File: config.mk
export PLATFORM = sky130hd
export DESIGN_NAME = car_light_decoder
export DESIGN_NICKNAME = d
export VERILOG_FILES = /design/src/rtl/car_light_decoder.sv
export SDC_FILE = /design/constraint.sdc
export NUM_CORES = 1
export LEC_CHECK = 0
export ABC_AREA = 1
export CORE_UTILIZATION = 45
export DETAILED_ROUTE_END_ITERATION = 6
export PLACE_DENSITY_LB_ADDON = 0.08
export SLEW_MARGIN = 0
export SYNTH_ARGS = -nofsm -noshare
export SYNTH_HDL_FRONTEND = slang
export SYNTH_SLANG_ARGS = --single-unit
File: constraint.sdc
create_clock -name clk -period 2.8 [get_ports clk]
set_input_delay 0.56 -clock clk [delete_from_list [all_inputs] [get_ports clk]]
set_output_delay 0.56 -clock clk [all_outputs]
set_load 0.1 [all_outputs]
File: src/rtl/car_light_decoder.sv
// car_light_decoder
//
// Independent receive-side monitor for the tail-light sequencer. On every
// enabled clock edge it classifies the step from the previously sampled lamp
// pattern to the current one and tracks whether the car is turning left,
// turning right, flashing hazards, idle, or producing an illegal sequence.
// It also counts completed flash cycles per mode.
//
// Parameters:
//   QUIET_CYCLES  consecutive quiet (000/000 -> 000/000) steps needed to leave
//                 FAULT, 1..15
// Ports:
//   clk           rising-edge clock
//   reset_n       synchronous active-low reset (dominates sample_en)
//   sample_en     1 = sample the lamp buses this edge, 0 = hold every register
//   light_left    left lamp bus, bit0 inner .. bit2 outer
//   light_right   right lamp bus, same bit order
//   left_on       registered: decoder in L_SEQ
//   right_on      registered: decoder in R_SEQ
//   hazard_on     registered: decoder in HAZ
//   fault         registered: decoder in FAULT
//   left_count    completed left cycles (wraps)
//   right_count   completed right cycles (wraps)
//   hazard_count  completed hazard cycles (wraps)
//
// Handshake: there is no valid/ready pair; sample_en acts as a qualifier only.
// A sample is consumed on every rising edge where sample_en is 1, and nothing
// changes on edges where it is 0. The state is visible through the four
// registered flags (all low means IDLE).

module car_light_decoder #(
    parameter int QUIET_CYCLES = 4
) (
    input  logic       clk,
    input  logic       reset_n,
    input  logic       sample_en,
    input  logic [2:0] light_left,
    input  logic [2:0] light_right,
    output logic       left_on,
    output logic       right_on,
    output logic       hazard_on,
    output logic       fault,
    output logic [7:0] left_count,
    output logic [7:0] right_count,
    output logic [7:0] hazard_count
);

    typedef enum logic [2:0] {
        S_IDLE,
        S_L_SEQ,
        S_R_SEQ,
        S_HAZ,
        S_FAULT
    } state_t;

    typedef enum logic [2:0] {
        C_QUIET,
        C_LSTEP,
        C_LSTOP,
        C_RSTEP,
        C_RSTOP,
        C_HSTEP,
        C_ILLEGAL
    } class_t;

    localparam logic [3:0] QUIET_LIMIT = 4'(QUIET_CYCLES);

    state_t     state, state_next;
    class_t     step_class;
    logic [2:0] prev_l, prev_r;
    logic [3:0] quiet_cnt, quiet_next, quiet_inc;
    logic       inc_left, inc_right, inc_hazard;

    // Legal single-side turn progression: 000 -> 001 -> 011 -> 111 -> 000.
    function automatic logic turn_step(input logic [2:0] p, input logic [2:0] c);
        case ({p, c})
            6'b000_001, 6'b001_011, 6'b011_111, 6'b111_000: turn_step = 1'b1;
            default:                                        turn_step = 1'b0;
        endcase
    endfunction

    // Turn abandoned before reaching the full 111 pattern.
    function automatic logic turn_stop(input logic [2:0] p, input logic [2:0] c);
        case ({p, c})
            6'b001_000, 6'b011_000: turn_stop = 1'b1;
            default:                turn_stop = 1'b0;
        endcase
    endfunction

    logic l_dark, r_dark;
    assign l_dark = (prev_l == 3'b000) && (light_left == 3'b000);
    assign r_dark = (prev_r == 3'b000) && (light_right == 3'b000);

    always_comb begin
        step_class = C_ILLEGAL;
        if (l_dark && r_dark)
            step_class = C_QUIET;
        else if (r_dark && turn_step(prev_l, light_left))
            step_class = C_LSTEP;
        else if (r_dark && turn_stop(prev_l, light_left))
            step_class = C_LSTOP;
        else if (l_dark && turn_step(prev_r, light_right))
            step_class = C_RSTEP;
        else if (l_dark && turn_stop(prev_r, light_right))
            step_class = C_RSTOP;
        else if (({prev_l, prev_r} == 6'b000_000 && {light_left, light_right} == 6'b111_111) ||
                 ({prev_l, prev_r} == 6'b111_111 && {light_left, light_right} == 6'b000_000))
            step_class = C_HSTEP;
    end

    assign quiet_inc = quiet_cnt + 4'd1;

    always_comb begin
        state_next = state;
        quiet_next = 4'd0;
        inc_left   = 1'b0;
        inc_right  = 1'b0;
        inc_hazard = 1'b0;
        if (state == S_FAULT) begin
            // Only an unbroken run of quiet steps recovers; anything else,
            // even a legal step, restarts the run.
            if (step_class == C_QUIET) begin
                if (quiet_inc == QUIET_LIMIT) begin
                    state_next = S_IDLE;
                end else begin
                    quiet_next = quiet_inc;
                end
            end
        end else begin
            case (step_class)
                C_QUIET, C_LSTOP, C_RSTOP: state_next = S_IDLE;
                C_LSTEP: begin
                    state_next = S_L_SEQ;
                    inc_left   = (prev_l == 3'b111);
                end
                C_RSTEP: begin
                    state_next = S_R_SEQ;
                    inc_right  = (prev_r == 3'b111);
                end
                C_HSTEP: begin
                    state_next = S_HAZ;
                    inc_hazard = (prev_l == 3'b111);
                end
                default: state_next = S_FAULT;
            endcase
        end
    end

    always_ff @(posedge clk) begin
        if (!reset_n) begin
            state        <= S_IDLE;
            prev_l       <= 3'b000;
            prev_r       <= 3'b000;
            quiet_cnt    <= 4'd0;
            left_on      <= 1'b0;
            right_on     <= 1'b0;
            hazard_on    <= 1'b0;
            fault        <= 1'b0;
            left_count   <= 8'h00;
            right_count  <= 8'h00;
            hazard_count <= 8'h00;
        end else if (sample_en) begin
            state        <= state_next;
            prev_l       <= light_left;
            prev_r       <= light_right;
            quiet_cnt    <= quiet_next;
            left_on      <= (state_next == S_L_SEQ);
            right_on     <= (state_next == S_R_SEQ);
            hazard_on    <= (state_next == S_HAZ);
            fault        <= (state_next == S_FAULT);
            left_count   <= left_count + 8'(inc_left);
            right_count  <= right_count + 8'(inc_right);
            hazard_count <= hazard_count + 8'(inc_hazard);
        end
    end

endmodule

---- Word level (Yosys, flattened, before mapping) ----
Cells that the tools add are included.
W data, S select, Z words.
word-level totals
  output and inout port bits .............. 28
  bits of input ports ..................... 9
  bits in registers ....................... 41
  logic and storage cells ................. 97
cells by class
  reduce and logical (&&, ||, !) cells .... 22
  multiplexer cells ....................... 33
  add/sub/neg operators ................... 4
  equality and inequality tests ........... 27
operators with widths
  operator               number
  $add A8 B1 Y8          3
  $eq A6 B4 Y1 const B   4
  $eq A6 B5 Y1 const B   4
  $eq A6 B6 Y1 const B   4
  $mux W3                7
  $mux W1                20
  $eq A3 B3 Y1 const B   6
  $logic_not A3 Y1       5
  $eq A3 B2 Y1 const B   4
  $eq A6 B1 Y1 const B   2
  $logic_not A6 Y1       2
  $mux W4                3
  $pmux W3 S4            1
  $logic_and A1 B1 Y1    9
  $reduce_or A4 Y1       2
  $eq A3 B1 Y1 const B   2
  $add A4 B1 Y4 const B  1
  $eq A4 B3 Y1 const B   1
  $mux W2                2
  $reduce_or A2 Y1       2
  $reduce_or A3 Y1       1
  $logic_or A1 B1 Y1     1

---- Longest topological paths before layout ----
  word-level depth ........................ 27
  gate-level depth with buffers ........... 15

---- Worst setup path before layout ----
OpenSTA, ideal clock, no wires.
  path kind ............................... input -> register
  from .................................... input light_right[0]
  to ...................................... register left_count[6]
  data arrival time ....................... 2104 ps
  data required time ...................... 2679 ps
  path slack .............................. 575 ps
  cell stages on the path ................. 12
  cell sequence ........................... nor2_1 nand2_1 nor2_2 nand2_2 nor3_1 ha_1 ha_1 nand3_1 nor2_1 nand2_1 nor3b_1 nor3_1
between the ends
  word-level cells in the longest chain between the ends .. 17
ends and longest elaborated chain
  item                                                 RTL line  text
  from (decl)                                          38        input logic [2:0] light_right,
  $eq A6 B4 Y1 / $eq A6 B5 Y1 (equally long branches)  84        case ({p, c})
  $reduce_or A2 Y1                                     84
  $mux W1                                              84
  $mux W1                                              102       else if (l_dark && turn_step(prev_r, light_right))
  $mux W1                                              100       else if (r_dark && turn_stop(prev_l, light_left))
  $mux W1                                              98        else if (r_dark && turn_step(prev_l, light_left))
  $mux W1                                              96        if (l_dark && r_dark)
  $logic_and A1 B1 Y1                                  104       else if (l_dark && turn_stop(prev_r, light_right))
  $mux W2                                              104
  $mux W3                                              102
  $mux W3                                              100
  $mux W3                                              98
  $mux W3 (*)                                          96
  $eq A3 B1 Y1 (*)                                     130       case (step_class)
  $mux W1 (*)                                          130
  $mux W1 (*)                                          119       if (state == S_FAULT) begin
  $add A8 B1 Y8 (*)                                    171       left_count <= left_count + 8'(inc_left);
  to (signal assigned)                                 171
  to (decl)                                            43        output logic [7:0] left_count,
Every way passes the cells marked *; elsewhere a longest branch is shown, timed or not. The select of a mux whose other input is x is not followed.
A chain may end at the register's enable or synchronous reset.

---- Worst setup path in the final report ----
  from .................................... input light_left[2]
  to ...................................... register left_count[6]
between the ends
  word-level cells in the longest chain between the ends .. 13
ends and longest elaborated chain
  item                                                   RTL line  text
  from (decl)                                            37        input logic [2:0] light_left,
  $eq A6 B4 Y1 (tied with other cells)                   84
  $reduce_or A2 Y1 (tied with other cells)               84
  $mux W1 / $logic_or A1 B1 Y1 (equally long branches)   84, 106
  $mux W1 / $mux W2 (equally long branches)              98, 106
  $mux W1 / $mux W2 (equally long branches)              96, 104
  $logic_and A1 B1 Y1 / $mux W3 (equally long branches)  100, 102
  $mux W3                                                100
  $mux W3                                                98
  $mux W3 (*)                                            96
  $eq A3 B1 Y1 (*)                                       130
  $mux W1 (*)                                            130
  $mux W1 (*)                                            119
  $add A8 B1 Y8 (*)                                      171
Marked as above.

==> run summary <==
Detailed Route Iter0 Violations: 84
Sequential element share of the synthesized area: 38.1%
Top cell type's share of synthesized area: 38.1%
WL final: 4460 um
Crit path max-delay cell type: clkdlybuf4s50_1
LEAKAGE: 1.28 nW
Gpl congestion: 0.895
Port bufs: 36
First-pass iteration count of the detailed router: 6
Max-slew violations: 0
Post-route worst setup slack: 0.301 ns
Via count: 2,062
Post-Syn Area: 2150 um^2
Max_slew headroom: 58.8%
Ys async rst share: 0%
Final #Nets: 380
Clk Tree Root Cell: clkbuf_8
Worst ir drop on vdd: 0.000277 V
RSZ-0062 raised after global routing: no
Pre-CTS WS: -0.125 ns
Total power: 1.18 mW
Cell mode on critical path: ha_1
Cell Chain, Critical Path: clkdlybuf4s50_1, buf_4, nor2_2, nand3b_4, nand3_2, nand2_2, nor3_2, ha_1, ha_1, nand3_1, nor2_1, nand2_1, nor3b_1, nor3_1
Area grow syn2layout: 25.2%
Yosys Warn Count: 0
Clock Skew: 0.00679 ns
Cell Rows: 24
CTS HTree Levels: 2
Max Clk Rate: 400 MHz
Period utilization: 89.2%
Top cells by count, synth: nand2_1, nor2_1, dfxtp_1, inv_1, a21oi_1
Status: complete, no violations
Fin. Hold Viols: 0
CP max FO: 4
Main flop type after synthesis: dfxtp_1
Cell count after synthesis: 312
Critical path capture point type: flip-flop
Per-cell routed wire length: 10.7 um
Most frequent cell after synthesis: nand2_1
Least-Margin Pin Slew: 0.614 ns
Worst Path Arrival: 2.67 ns
Core Footprint: 4470 um^2
Startpoint Class: input pin
Boundary pin count: 37
Worst-path clk slew: 0.08 ns
DRC viols: 0
HPWL Detailed: 3340 um
WP data required: 2.97 ns
Initial core utilization: 48.1%
# fillers: 415
Period minus WS final: 2.50 ns
Number of global-route vias before repair: 1,845
TritonCTS clock tree: yes
Setup Fix Bufs, Post-CTS: 0
Max cap viols: 0
# clock sinks: 41
Clock latency on the worst-skew pair: 0.30 ns
Layout cells sized above 1: 22.8%
Fin Setup TNS: 0 ns
HP Class: reg2reg
First-pass GRT wire length: 7930 um
Net count after synthesis: 329
Syn avg cell area: 6.90 um^2
Antenna viol nets, final: 0
GRT Util Overall: 19.6%
CTS Buffer Depth: 2
Largest net degree at the start of global routing: 24
Full die area: 5070 um^2
Critical path type: in2reg
Die height: 71.2 um
Num CTS Buffers: 5
Antenna cells: 0
Initial antenna violation count: 0
Vias per std cell: 4.96
Flop2flop setup slack: 0.68 ns
Die Width: 71.2 um
Setup violations, final: 0
Power density cells: 439 nW/um^2
EDFF count, synth: 0
FF+latch count, synth: 41
Yosys cell types: 25
GRT overflow: 0
CP max stage delay: 0.47 ns
Synth top area cells: dfxtp_1, nand2_1, nor2_1
Synth area leader: dfxtp_1
[layout by cell type (no fill, tap or decap), types with 4 or more instances in the layout]
| cell type | n |
|---|---|
| a21oi_1 | 28 |
| buf_4 | 44 |
| clkbuf_8 | 6 |
| clkdlybuf4s50_1 | 8 |
| dfxtp_1 | 41 |
| ha_1 | 8 |
| inv_1 | 30 |
| inv_2 | 4 |
| nand2_1 | 58 |
| nand2_2 | 7 |
| nand3_1 | 16 |
| nand4_1 | 5 |
| nor2_1 | 49 |
| nor2_2 | 10 |
| nor3_1 | 11 |
| o21ai_0 | 19 |
[worst max-delay path, delay by kind of cell]
| family | cells | cell delay [ns] |
|---|---|---|
| AND/OR/NAND/NOR | 10 | 1.10 |
| buffers and inverters | 2 | 0.64 |
| adder cells (fa/ha/maj) | 2 | 0.37 |
[per-layer routing]
layer  part of all wire [%]  track usage [%]  vias up
met3                    3.4             4.27        6
met1                     51             25.3      912
met4                    1.5             6.67        0
met2                     44             32.3       36
met5                      0                0        -
li1                       -                -     1108
[what timing repair did]
item	4_1_cts	5_1_grt
hold buffers	0	0
endpoints found under the setup margin	0	1
resized for setup	0	1
[metrics by stage]
stage | cells | hold WS, ns | util (%) | area [um^2]
finish | 416 | 0.455 | 60.3 | 2700
global route | 416 | 0.478 | 60.3 | 2700
CTS | 416 | 0.456 | 60.2 | 2690
detailed placement | 408 | 0.440 | 58.0 | 2590
global placement | 408 | 0.439 | 58.0 | 2590
floorplan | 312 | 0.445 | - | 2150
[path summary, 6_finish.rpt]
path / startpoint / cells after the start / end
min: hazard_count[7] / 1 / hazard_count[7]
max: light_left[2] / 14 / left_count[6]
min reg2reg: hazard_count[7] / 1 / hazard_count[7]
max reg2reg: prev_r[0] / 13 / right_count[6]
[kinds of logic (layout without fill, tap and decap cells)]
| kind of cell | count (synthesis) | in the layout | share of synthesized area, % |
|---|---|---|---|
| flops | 41 | 41 | 38.1 |
| fa+ha+maj | 8 | 8 | 4.65 |
| simple gates | 166 | 166 | 35.8 |
| buf+inv | 43 | 95 | 7.67 |
| xor+xnor | 3 | 3 | 1.22 |
| compound gates | 51 | 51 | 12.6 |
[power by group]
group,leakage (nW),internal (mW),switching [mW]
logic,0.892,0.0513,0.114
registers,0.334,0.596,0.0150
clock network,0.0512,0.200,0.209
total,1.28,0.847,0.338
[cell type report]
cell class	count	area [um^2]	share of cell area, %
clock buffers	6	82.6	3.06
multi-input cells	228	1170	43.5
well taps	52	65.1	2.41
clock inverters	2	13.8	0.510
repair buffers	52	410	15.2
flip-flops and latches	41	821	30.4
inverters	35	131	4.87
[flip-flops by register name (all words and copies together) (netlist names)]
signal        flops
prev_l            3
quiet_cnt         4
hazard_count      8
state             3
left_count        8
hazard_on         1
prev_r            3
left_on           1
fault             1
right_on          1
right_count       8
No activity file was read; power rests on OpenSTA's default activity.
